$ cat src/rtl/sram_req_ctrl.sv
// sram_req_ctrl: val/rdy request stream to single-port SRAM pins, with a queued val/rdy response path.
// Optional build macro SRAM_REQ_CTRL_RESP_BYPASS_EN lets a stage-1 response skip an empty queue (latency 1 instead of 2).
module sram_req_ctrl #(
    parameter int p_data_nbits  = 32,
    parameter int p_num_entries = 256,
    parameter int p_resp_depth  = 2,
    localparam int c_addr_nbits  = $clog2(p_num_entries),
    localparam int c_data_nbytes = (p_data_nbits + 7) / 8
) (
    input  logic                     clk,
    input  logic                     reset_n,
    input  logic                     req_val,
    output logic                     req_rdy,
    input  logic                     req_type,
    input  logic [c_addr_nbits-1:0]  req_addr,
    input  logic [p_data_nbits-1:0]  req_data,
    input  logic [c_data_nbytes-1:0] req_wmask,
    output logic                     resp_val,
    input  logic                     resp_rdy,
    output logic                     resp_type,
    output logic [p_data_nbits-1:0]  resp_data,
    output logic                     sram_csb,
    output logic                     sram_web,
    output logic                     sram_oeb,
    output logic [c_addr_nbits-1:0]  sram_a,
    output logic [p_data_nbits-1:0]  sram_i,
    output logic [c_data_nbytes-1:0] sram_wbm,
    input  logic [p_data_nbits-1:0]  sram_o
);
    localparam int c_ptr_nbits = $clog2(p_resp_depth);
    localparam int c_cnt_nbits = $clog2(p_resp_depth + 1);
    localparam logic [c_cnt_nbits:0]   c_depth = (c_cnt_nbits + 1)'(p_resp_depth);
    localparam logic [c_ptr_nbits-1:0] c_last  = c_ptr_nbits'(p_resp_depth - 1);

    logic                    s1_val_q, s1_val_d;
    logic                    s1_type_q, s1_type_d;
    logic [c_addr_nbits-1:0] a_q, a_d;
    logic [p_data_nbits-1:0] i_q, i_d;
    logic [c_ptr_nbits-1:0]  wr_ptr_q, wr_ptr_d;
    logic [c_ptr_nbits-1:0]  rd_ptr_q, rd_ptr_d;
    logic [c_cnt_nbits-1:0]  count_q, count_d;
    logic                    mem_type_q [p_resp_depth];
    logic [p_data_nbits-1:0] mem_data_q [p_resp_depth];
    logic [p_data_nbits-1:0] s1_data;
    logic [c_cnt_nbits:0]    occ;
    logic                    enq, pop, deq, fire;

    // response selection, flow control, SRAM pin drive and next-state
    always_comb begin
        s1_data = s1_type_q ? '0 : sram_o;
`ifdef SRAM_REQ_CTRL_RESP_BYPASS_EN
        resp_val  = s1_val_q || count_q != '0;
        resp_type = count_q == '0 ? s1_type_q : mem_type_q[rd_ptr_q];
        resp_data = count_q == '0 ? s1_data : mem_data_q[rd_ptr_q];
        enq       = s1_val_q && !(count_q == '0 && resp_rdy);
        pop       = count_q != '0 && resp_rdy;
`else
        resp_val  = count_q != '0;
        resp_type = mem_type_q[rd_ptr_q];
        resp_data = mem_data_q[rd_ptr_q];
        enq       = s1_val_q;
        pop       = resp_val && resp_rdy;
`endif
        deq       = resp_val && resp_rdy;
        occ       = {1'b0, count_q} + (c_cnt_nbits + 1)'(s1_val_q);
        req_rdy   = reset_n && (occ - (c_cnt_nbits + 1)'(deq) < c_depth);
        fire      = req_val && req_rdy;
        sram_csb  = !fire;
        sram_web  = !(fire && req_type);
        sram_wbm  = fire && req_type ? req_wmask : '0;
        sram_a    = fire ? req_addr : a_q;
        sram_i    = fire && req_type ? req_data : i_q;
        sram_oeb  = !(s1_val_q && !s1_type_q);
        a_d       = sram_a;
        i_d       = sram_i;
        s1_val_d  = fire;
        s1_type_d = fire ? req_type : s1_type_q;
        wr_ptr_d  = enq ? (wr_ptr_q == c_last ? '0 : wr_ptr_q + 1'b1) : wr_ptr_q;
        rd_ptr_d  = pop ? (rd_ptr_q == c_last ? '0 : rd_ptr_q + 1'b1) : rd_ptr_q;
        count_d   = count_q + c_cnt_nbits'(enq) - c_cnt_nbits'(pop);
    end

    // control state; reset drops the in-flight request and empties the queue
    always_ff @(posedge clk or negedge reset_n) begin
        if (!reset_n) begin
            s1_val_q  <= 1'b0;
            s1_type_q <= 1'b0;
            a_q       <= '0;
            i_q       <= '0;
            wr_ptr_q  <= '0;
            rd_ptr_q  <= '0;
            count_q   <= '0;
        end else begin
            s1_val_q  <= s1_val_d;
            s1_type_q <= s1_type_d;
            a_q       <= a_d;
            i_q       <= i_d;
            wr_ptr_q  <= wr_ptr_d;
            rd_ptr_q  <= rd_ptr_d;
            count_q   <= count_d;
        end
    end

    // response storage; contents are meaningless unless counted
    always_ff @(posedge clk) begin
        if (enq) begin
            mem_type_q[wr_ptr_q] <= s1_type_q;
            mem_data_q[wr_ptr_q] <= s1_data;
        end
    end
endmodule

$ cat config.mk
export PLATFORM = sky130hd
export DESIGN_NAME = sram_req_ctrl
export DESIGN_NICKNAME = d
export VERILOG_FILES = /design/src/rtl/sram_req_ctrl.sv
export SDC_FILE = /design/constraint.sdc
export NUM_CORES = 1
export LEC_CHECK = 0
export CORE_MARGIN = 2
export CORE_UTILIZATION = 42
export CTS_CLUSTER_DIAMETER = 80
export DETAILED_ROUTE_END_ITERATION = 16
export HOLD_SLACK_MARGIN = 0.15
export PLACE_DENSITY = 0.76
export RECOVER_POWER = 100
export SYNTH_ARGS = -nofsm -noshare
export SYNTH_HDL_FRONTEND = slang
export SYNTH_SLANG_ARGS = --single-unit
$ cat constraint.sdc
create_clock -name clk -period 6.5 [get_ports clk]
set_input_delay 1.3 -clock clk [delete_from_list [all_inputs] [get_ports clk]]
set_output_delay 1.3 -clock clk [all_outputs]
set_load 0.05 [all_outputs]
* Word-level counts from Yosys, hierarchy flattened
Memories as Yosys holds them, arrays and structs flattened.
Cells that the tools add are included.
** Storage, ports and cells
- Register bits after elaboration :: 46
- Bits in writable memories :: 66
- Input bits :: 81
- Logic and storage cells :: 34
- Memories :: 2
** Memory list
- mem_data_q :: words 2, width 32, rd ports 1, clocked after Yosys merged registers in 0, wr ports 1, line 43 : logic [p_data_nbits-1:0] mem_data_q [p_resp_depth];
- mem_type_q :: words 2, width 1, rd ports 1, clocked after Yosys merged registers in 0, wr ports 1, line 42 : logic mem_type_q [p_resp_depth];
** Cells by class
- Add/sub/neg operators :: 6
- Order comparisons :: 1
- Multiplexer cells :: 8
- Reduce and logical (&&, ||, !) cells :: 10
** Operators by type and width (number)
- 32-bit two-way mux :: 2
- 8-bit two-way mux :: 1
- 1-bit logical AND :: 5
- 1-bit zero test :: 4
- 1-bit two-way mux :: 4
- 4-bit two-way mux :: 1
- 2-bit by 1-bit adder with 3-bit output :: 1
- 3-bit by 2-bit < comparator with 1-bit output, second input constant :: 1
- 3-bit by 1-bit subtractor with 3-bit output :: 1
- 1-bit adder, second input constant :: 2
- 2-bit by 1-bit adder with 2-bit output :: 1
- 2-bit nonzero test :: 1
- 2-bit by 1-bit subtractor with 2-bit output :: 1

* Logic depth before layout (Yosys ltp)
Gate-level depths: netlist of run 1.
- Depth after elaboration :: 8
- Depth in mapped cells :: 12
- Gate-level depth less buffers :: 10

* Worst setup path before layout of run 1
Ideal clock, no wire load.
- Kind :: input -> output
- Start :: in resp_rdy
- End :: out sram_wbm[0]
- Data arrival time :: 3462 ps
- Required time :: 5200 ps
- Path slack :: 1738 ps
- Stages on the path :: 11
- Cell sequence :: and2_1 ha_1 inv_1 ha_1 inv_1 fa_1 nand3_1 nor3b_2 buf_6 buf_6 and2_1
** Between the ends
- Word-level cells in the longest chain between the ends :: 7
** RTL lines
- start: declaration :: line 19 : input logic resp_rdy,
- 1-bit logical AND :: line 64 : deq = resp_val && resp_rdy;
- 3-bit by 1-bit subtractor with 3-bit output :: line 66 : req_rdy = reset_n && (occ - (c_cnt_nbits + 1)'(deq) < c_depth);
- 3-bit by 2-bit < comparator with 1-bit output :: line 66
- 1-bit logical AND :: line 66
- 1-bit logical AND :: line 67 : fire = req_val && req_rdy;
- 1-bit logical AND :: line 70 : sram_wbm = fire && req_type ? req_wmask : '0;
- 4-bit two-way mux :: line 70
- end: declaration :: line 27 : output logic [c_data_nbytes-1:0] sram_wbm,
No other way between the ends.

* Worst setup path in the final report of run 1
- Start :: in resp_rdy
- End :: out sram_i[7]
** Between the ends
- Word-level cells in the longest chain between the ends :: 7
** RTL lines
- 1-bit logical AND :: line 64
- named net deq :: line 46 : logic enq, pop, deq, fire;
- 3-bit by 1-bit subtractor with 3-bit output :: line 66
- 3-bit by 2-bit < comparator with 1-bit output :: line 66
- 1-bit logical AND :: line 66
- 1-bit logical AND :: line 67
- 1-bit logical AND :: line 72 : sram_i = fire && req_type ? req_data : i_q;
- 32-bit two-way mux :: line 72
- end: declaration :: line 26 : output logic [p_data_nbits-1:0] sram_i,
The timed path passes the listed nets, and every way through them passes these cells.

==> results of run 1 <==
[critical path: cells and delay by family]
kind,cells,cell delay (ns)
fa+ha+maj,3,0.93
mux,1,0.34
buf+inv,5,1.60
simple gates,3,0.66
[worst min-delay path by stage]
stage | from | end | slack, ns
2_1_floorplan | wr_ptr_q | wr_ptr_q | 0.46
3_3_place_gp | i_q[22] | i_q[22] | 0.48
3_5_place_dp | i_q[27] | i_q[27] | 0.48
4_1_cts | i_q[23] | i_q[23] | 0.51
5_1_grt | i_q[2] | i_q[2] | 0.52
6_report | i_q[9] | i_q[9] | 0.49
[layer usage]
metal / part of all wire, % / vias to the layer above / global-route usage [%] / wire (um)
li1: - / 1243 / - / -
met1: 41 / 1300 / 19.2 / 3660
met2: 47 / 125 / 26.4 / 4200
met3: 11 / 9 / 8.11 / 1020
met4: 1.0 / 0 / 4.17 / 90
met5: 0 / - / 0 / 0
[logic make-up after synthesis]
| logic type | after synthesis | synth area share (%) |
|---|---|---|
| flip-flops | 112 | 69.9 |
| multiplexers | 73 | 19.5 |
| AND/OR/NAND/NOR | 46 | 6.37 |
| buffers and inverters | 18 | 2.46 |
| XOR/XNOR | 3 | 0.586 |
| adder cells (fa/ha/maj) | 3 | 1.00 |
| AO/OA/AOI/OAI | 1 | 0.168 |
[synth_stat cells (all sizes together)]
| cell | number | share of area (%) |
|---|---|---|
| or2 | 2 | 0.28 |
| dfrtp | 46 | 26 |
| nand2b | 1 | 0.14 |
| nor2 | 2 | 0.17 |
| nor2b | 32 | 4.5 |
| inv | 6 | 0.50 |
| nand3 | 1 | 0.11 |
| mux2 | 73 | 20 |
| buf | 8 | 1.6 |
| clkbuf | 4 | 0.33 |
| fa | 1 | 0.45 |
| and2 | 6 | 0.84 |
| edfxtp | 66 | 44 |
| nand2 | 1 | 0.084 |
| a21o | 1 | 0.17 |
| xor2 | 3 | 0.59 |
| nor3b | 1 | 0.28 |
| ha | 2 | 0.56 |
[state kept, by name, summed over array words and instances (netlist names)]
register / count
s1_type_q: 1
a_q: 8
rd_ptr_q: 1
mem_type_q: 2
enq: 1
i_q: 32
wr_ptr_q: 1
count_q: 2
mem_data_q: 64
[through the flow]
step | std cells | cell area (sq um)
4_1_cts | 564 | 6420
2_1_floorplan | 256 | 4480
6_report | 564 | 6290
3_3_place_gp | 548 | 6230
5_1_grt | 564 | 6290
3_5_place_dp | 548 | 6230
[power groups by stage]
stage               registers (mW)  clock network [mW]  logic [mW]
finish                        1.05               0.393        1.79
global route                  1.07               0.432        1.89
CTS                           1.05               0.411        1.98
detailed placement            1.06                   0        1.97
global placement              1.06                   0        1.96
floorplan                     1.05                   0        1.39
[area by class of cell]
| class | count | area share [%] |
|---|---|---|
| repair buffers | 168 | 25.2 |
| clock inverters | 7 | 0.994 |
| multi-input cells | 126 | 19.0 |
| flip-flops and latches | 112 | 49.8 |
| inverters | 6 | 0.358 |
| clock buffers | 9 | 1.97 |
| well taps | 136 | 2.70 |
[cells in the final DEF, fill, tap and decap left out, types with 4 or more instances in the layout]
cell / count
clkbuf_8: 9
edfxtp_1: 66
dlygate4sd3_1: 64
clkbuf_1: 16
mux2_1: 28
nor2b_1: 32
clkbuf_2: 4
inv_1: 6
dfrtp_1: 46
mux2_2: 44
clkdlybuf4s50_1: 79
==> metrics.txt, run 1 <==
post-synth net total=340; Clock Sinks=112; Setup TNS=0 ns; DRC violations left=0; maxcap violations=5; Die ar.=11,500 sq um; Slew Viols, Final=188; via count=2,677; Setup crit end kind=output port; syn avg cell area=17.5 sq um; post_cts resized=0; CTS tree=yes; Die Ht=107 um; core footprint=10,300 sq um; Hold Path Cell Cnt=1; yosys warns=0; layout cells sized above 1=16.1%; worst hold slack=0.486 ns; Worst R2R Start=count_q[1]; Reg area=3130 sq um; Clock Latency Late Sink=0.36 ns; DP HPWL=6.32 mm; minimum clock period=6.16 ns; PnR worst setup slack=0.340 ns; P_sw=1.51 mW; clk buf depth=2; Combinational Power Share=55.5%; H-tree lvl count=3; Filler cells=800; layout overhead on the synthesized area=40.4%; first-pass GRT wire length=14.3 mm; GRT Total Usage=16.2%; Seq pwr share=32.4%; CP startpoint=resp_rdy; number of synthesized register bits=112; CTS buffer count=9; num ports=163; WP data required=5.20 ns; clock skew=0.00812 ns; WS Path Type=in2out; status=finished, violations left; worst reg2reg path depth=12; setup bufs post-CTS=0; post-synthesis cell area=4480 sq um; # setup viols final=0; Net Sw Frac=46.8%; Final Util=61.0%; number of vias per cell=4.75; register area share after synthesis=69.9%; r2r endpoint=i_q[17]; ANT cells=0; Worst path max stage delay=0.77 ns; root buffer cell=clkbuf_8; relative slew slack=-87.8%; Fin. Hold Viols=0; Initial Util=43.4%; pre-CTS setup slack=0.465 ns; PwrDens=513 nW/um^2; internal power=1.72 mW; GPL Wtd Cong=0.680; 1st-iter DRT viols=73; initial antenna violation count=0; Peak Freq=0.162 GHz; vias in the first global route=2,912; final WL=8.97 mm; CP max FO=16; HP Class=reg2reg; P_leak=2.40 nW; Synth Instances=256; clk slew on worst S/H paths=0.09 ns; Port Buf Inserts=162; nets=507; die width=107 um; crit path DAT=4.86 ns; First-pass DRT Iterations=4; peak supply drop=387 uV; CP Cell Sequence=dlygate4sd3_1 > and2_0 > ha_1 > inv_1 > ha_1 > inv_1 > fa_1 > nand3_1 > nor3b_4 > buf_12 > mux2_1 > dlygate4sd3_1; total power=3.23 mW; R2R setup slack=3.06 ns; synth unique cells=23; critical path startpoint category=input pin; row cnt=37; RSZ-0062 raised after global routing=no; fin crit share=94.8%; violated checks=capacitance limit, slew limit; Critical-path top delay cell=dlygate4sd3_1; CTS Hold Buffers Added=0; largest net degree at the start of global routing=48; Worst-Margin Slew=2.81 ns; CP endpoint=sram_i[7]; Multi-input gate area=1200 sq um; Clk pwr share=12.2%; DR WL/cell=15.9 um; Routed Antenna Nets=0; global route overflow=0
No activity file was read; power rests on OpenSTA's default activity.
==> run 2, diff against run 1 <==
--- a/config.mk
+++ b/config.mk
@@ -5,12 +5,13 @@
 export SDC_FILE = /design/constraint.sdc
 export NUM_CORES = 1
 export LEC_CHECK = 0
+export ABC_AREA = 1
 export CORE_MARGIN = 2
 export CORE_UTILIZATION = 42
-export CTS_CLUSTER_DIAMETER = 80
+export CTS_BUF_LIST = sky130_fd_sc_hd__clkbuf_16
 export DETAILED_ROUTE_END_ITERATION = 16
 export HOLD_SLACK_MARGIN = 0.15
-export PLACE_DENSITY = 0.76
+export PLACE_DENSITY = 0.75
 export RECOVER_POWER = 100
 export SYNTH_ARGS = -nofsm -noshare
 export SYNTH_HDL_FRONTEND = slang
==> run 2 against run 1 <==
  * The run still ends with capacitance limit, slew limit left
  * Fmax up 3.2%
  * Power increased by 5.6%
  * Largest cell class unchanged
  * Highest routed layer unchanged
  * Final area up 1.7%
  * Critical endpoint is now req_rdy
==> metrics.txt, run 2 <==
Critical-path top delay cell=dlygate4sd3_1; initial antenna violation count=0; Clk pwr share=15.7%; maxcap violations=5; Critical Path Stages=14; CP startpoint=resp_rdy; Die Ht=109 um; CP max FO=33; final WL=10.3 mm; Fin. Hold Viols=0; Worst path max stage delay=0.93 ns; # setup viols final=0; DR WL/cell=13.6 um; CTS Hold Buffers Added=0; Setup crit end kind=output port; ys flop type=edfxtp_1; PwrDens=533 nW/um^2; Initial Util=43.1%; Clock Latency Late Sink=0.34 ns; Crit path max-delay family=buffers and inverters; WS Path Type=in2out; dominant cell type by area after synthesis=edfxtp_1; minimum clock period=5.97 ns; Largest regs=mem_data_q x64, i_q x32, a_q x8; Port Buf Inserts=162; CP Cell Sequence=dlygate4sd3_1 > nand2_1 > inv_1 > ha_1 > inv_1 > ha_1 > inv_1 > fa_1 > nand2_1 > inv_1 > nand2_1 > nor2_1 > buf_4 > dlygate4sd3_1; Seq pwr share=30.4%; via count=3,570; Worst-Margin Slew=2.75 ns; Routed Antenna Nets=0; crit-path most repeated cell=inv_1; layout overhead on the synthesized area=37.2%; Top reg by flops=mem_data_q; core footprint=10,800 sq um; synth top area cells=edfxtp_1, dfrtp_1, nand2_1; post-synth top area share=42.5%; GPL Wtd Cong=0.759; design area=6400 sq um; syn avg cell area=10.1 sq um; post-synth net total=545; first-pass GRT wire length=16.7 mm; WP data required=5.20 ns; P_sw=1.71 mW; DP HPWL=7.14 mm; max reg flops=64; worst reg2reg path depth=3; Net Sw Frac=50.2%; clk slew on worst S/H paths=0.07 ns; fin crit share=91.8%; global route overflow=0; Worst R2R Start=rd_ptr_q; post-synthesis cell area=4670 sq um; nets=698; commonest cells in the netlist=nand2_1, edfxtp_1, inv_1; die width=109 um; RSZ-0062 raised after global routing=no; First-pass DRT Iterations=4; ANT cells=0; Clock Sinks=112; most common cell after layout, fill and taps aside=nand2_1; r2r endpoint=rd_ptr_q; num ports=163; vias in the first global route=3,563; Peak Freq=0.168 GHz; violated checks=capacitance limit, slew limit; clk buf depth=2; crit path DAT=4.67 ns; relative slew slack=-84.0%; internal power=1.70 mW; register area share after synthesis=67.1%; most common cell in the netlist=nand2_1; row cnt=38; peak supply drop=322 uV; post-placement cell area=6330 sq um; root buffer cell=clkbuf_16; status=finished, violations left; critical path startpoint category=input pin; yosys warns=0; R2R setup slack=3.01 ns; P_leak=2.94 nW; GRT Total Usage=18.1%; Setup TNS=0 ns; 1st-iter DRT viols=144; commonest cells after routing, fill and taps aside=nand2_1, clkdlybuf4s50_1, edfxtp_1; CP endpoint=req_rdy; Slew Viols, Final=186; HP Class=reg2reg; setup bufs post-CTS=0; Die ar.=12,000 sq um; layout cells sized above 1=4.85%; CTS tree=yes; Combinational Power Share=53.9%; synth unique cells=22; number of synthesized register bits=112; Post-synth ARST share=41.1%; H-tree lvl count=3; Worst Path Buf+Inv=7; EDFF count, synth=66; DRC violations left=0; total power=3.41 mW; clock skew=0.00782 ns; post_cts resized=0; Synth Instances=461; largest net degree at the start of global routing=47; number of vias per cell=4.70; CTS buffer count=9
## run 2: worst min-delay path, cell delays in order (launching register included)
cell and delay [ns]:
dfrtp_1 0.32, nand2_1 0.05, nand2_1 0.06
## run 2: routing by layer
metal / global-route usage (%) / vias to the layer above / share of wire, % / wire length, um
met2: 29.8 / 140 / 48 / 4890
met5: 0 / - / 0 / 0
met4: 7.14 / 0 / 1.5 / 153
met1: 22.3 / 1645 / 42 / 4350
li1: - / 1774 / - / -
met3: 5.63 / 11 / 8.8 / 901
## run 2: cells by family after synthesis
kind of cell             Yosys count  share of synthesized area, %
AO/OA/AOI/OAI                      9                          1.53
XOR/XNOR                           2                         0.375
adder cells (fa/ha/maj)            3                         0.965
buffers and inverters             82                          7.40
flip-flops                       112                          67.1
AND/OR/NAND/NOR                  253                          22.6
## run 2: final cells by class
class                           count  area (sq um)
Clock inverter                      7          63.8
Clock buffer                        9           225
Tap cell                          140           175
Multi-Input combinational cell    267          1180
Inverter                           55           206
Fill cell                         954          4440
Sequential cell                   112          3130
Timing Repair Buffer              169          1420
## run 2: metrics by stage
stage          util [%]  cells  hold slack (ns)  worst slack, ns
2_1_floorplan         -    461            0.440             1.24
3_3_place_gp       58.4    743            0.453            0.875
3_5_place_dp       58.4    743            0.457            0.836
4_1_cts            61.1    759            0.477            0.827
5_1_grt            59.0    759            0.488            0.339
6_report           59.0    759            0.468            0.531
## run 2: power groups by stage
| stage | combinational (mW) | sequential (mW) | clock [mW] |
|---|---|---|---|
| 2_1_floorplan | 1.40 | 1.03 | 0 |
| 3_3_place_gp | 1.99 | 1.04 | 0 |
| 3_5_place_dp | 2.02 | 1.05 | 0 |
| 4_1_cts | 2.03 | 1.04 | 0.548 |
| 5_1_grt | 1.97 | 1.06 | 0.573 |
| 6_report | 1.84 | 1.04 | 0.536 |
## run 2: how the worst min path moves through the flow
stage               slack, ns  startpoint             to  cells past startpoint
floorplan                0.44   s1_type_q  mem_type_q[0]                      0
global placement         0.45     i_q[25]        i_q[25]                      2
detailed placement       0.46     i_q[27]        i_q[27]                      2
CTS                      0.48     i_q[27]        i_q[27]                      2
global route             0.49      i_q[4]         i_q[4]                      2
finish                   0.47      i_q[4]         i_q[4]                      2
==> run 3, diff against run 2 <==
--- a/config.mk
+++ b/config.mk
@@ -6,6 +6,7 @@
 export NUM_CORES = 1
 export LEC_CHECK = 0
 export ABC_AREA = 1
+export CAP_MARGIN = 20
 export CORE_MARGIN = 2
 export CORE_UTILIZATION = 42
 export CTS_BUF_LIST = sky130_fd_sc_hd__clkbuf_16
==> run 3 against run 2 <==
  * The run still ends with capacitance limit, slew limit left
  * Sequential power barely moved
  * Die area did not move
  * First-iteration DRC count fell by 5.6%
  * Critical endpoint unchanged
  * Largest cell class unchanged
==> metrics.txt, run 3 (synthesis gave the netlist of run 2 again) <==
clock skew=0.00762 ns; global route overflow=0; DR WL/cell=13.6 um; Combinational Power Share=54.1%; First-pass DRT Iterations=4; WS Path Type=in2out; Die Ht=109 um; Setup crit end kind=output port; CP startpoint=resp_rdy; Clock Latency Late Sink=0.34 ns; HP Class=reg2reg; Net Sw Frac=50.1%; internal power=1.71 mW; via count=3,571; first-pass GRT wire length=16.7 mm; final WL=10.3 mm; status=finished, violations left; P_leak=2.96 nW; Clock Sinks=112; Peak Freq=0.168 GHz; Clk pwr share=15.7%; Largest regs=mem_data_q x64, i_q x32, a_q x8; row cnt=38; Hold Crit Start=i_q[27]; commonest cells after routing, fill and taps aside=nand2_1, clkdlybuf4s50_1, edfxtp_1; vias in the first global route=3,563; Worst R2R Start=count_q[1]; maxcap violations=4; Die ar.=12,000 sq um; fin crit share=91.5%; clk buf depth=2; RSZ-0062 raised after global routing=no; 1st-iter DRT viols=136; Seq pwr share=30.3%; H-tree lvl count=3; initial antenna violation count=0; post-placement cell area=6330 sq um; Setup TNS=0 ns; relative slew slack=-84.5%; design area=6450 sq um; root buffer cell=clkbuf_16; largest net degree at the start of global routing=47; violated checks=capacitance limit, slew limit; minimum clock period=5.95 ns; CTS buffer count=9; # setup viols final=0; DRC violations left=0; CTS tree=yes; max reg flops=64; PwrDens=531 nW/um^2; layout cells sized above 1=5.31%; Top reg by flops=mem_data_q; P_sw=1.72 mW; core footprint=10,800 sq um; peak supply drop=323 uV; Routed Antenna Nets=0; CTS Hold Buffers Added=0; R2R setup slack=3.43 ns; post_cts resized=0; critical path startpoint category=input pin; Filler cells=948; Port Buf Inserts=162; DP HPWL=7.14 mm; die width=109 um; Multi-input gate area=1180 sq um; setup bufs post-CTS=0; nets=700; clk slew on worst S/H paths=0.07 ns; Worst-Margin Slew=2.76 ns; most common cell after layout, fill and taps aside=nand2_1; CP max FO=33; crit path DAT=4.65 ns; number of vias per cell=4.69; Reg area=3130 sq um; ANT cells=0; GPL Wtd Cong=0.759; Initial Util=43.1%; WP data required=5.20 ns; Fin. Hold Viols=0; worst hold slack=0.469 ns; layout overhead on the synthesized area=38.3%; num ports=163; Slew Viols, Final=151; GRT Total Usage=18.1%
==> run 3: power by group through the flow <==
stage,clock network [mW],registers [mW],logic [mW]
after floorplan,0,1.03,1.40
after CTS,0.548,1.04,2.03
after detailed placement,0,1.05,2.02
after global routing,0.573,1.06,1.98
after global placement,0,1.04,1.99
final,0.536,1.04,1.85
==> run 3: cell type report <==
class / count / area share (%)
timing repair buffer: 171 / 22.7
clock buffer: 9 / 3.49
multi-input combinational: 267 / 18.3
clock inverter: 7 / 0.989
sequential: 112 / 48.6
tap: 140 / 2.71
inverter: 55 / 3.20
==> run 3: routing by layer <==
metal	vias up	share of wire, %	track usage (%)
li1	1773	-	-
met1	1654	43	22.3
met2	133	48	29.8
met3	11	8.0	5.63
met4	0	1.5	7.14
met5	-	0	0
==> run 3: final timing paths <==
| check | endpoint | cells past startpoint |
|---|---|---|
| worst max-delay path | req_rdy | 14 |
| worst min-delay path | i_q[27] | 2 |
| worst max register to register | i_q[31] | 14 |
| worst min register to register | i_q[27] | 2 |
| max in group asynchronous | i_q[19] | 2 |
| min in group asynchronous | a_q[5] | 2 |
==> run 3: through the flow <==
stage	cells	worst slack, ns	total power [mW]	utilization (%)
after floorplan	461	1.24	2.44	-
after global placement	743	0.875	3.04	58.4
after detailed placement	743	0.836	3.07	58.4
after CTS	759	0.827	3.61	61.1
after global routing	761	0.339	3.61	59.5
final	761	0.550	3.42	59.5
==> run 3: worst max-delay path, cell delays in order <==
cell and delay (ns):
dlygate4sd3_1 0.54, nand2_1 0.10, inv_1 0.05, ha_1 0.26, inv_1 0.06, ha_1 0.13
inv_1 0.05, fa_1 0.51, nand2_1 0.07, inv_1 0.05, nand2_1 0.05, nor2_1 0.20
buf_4 0.34, dlygate4sd3_1 0.93
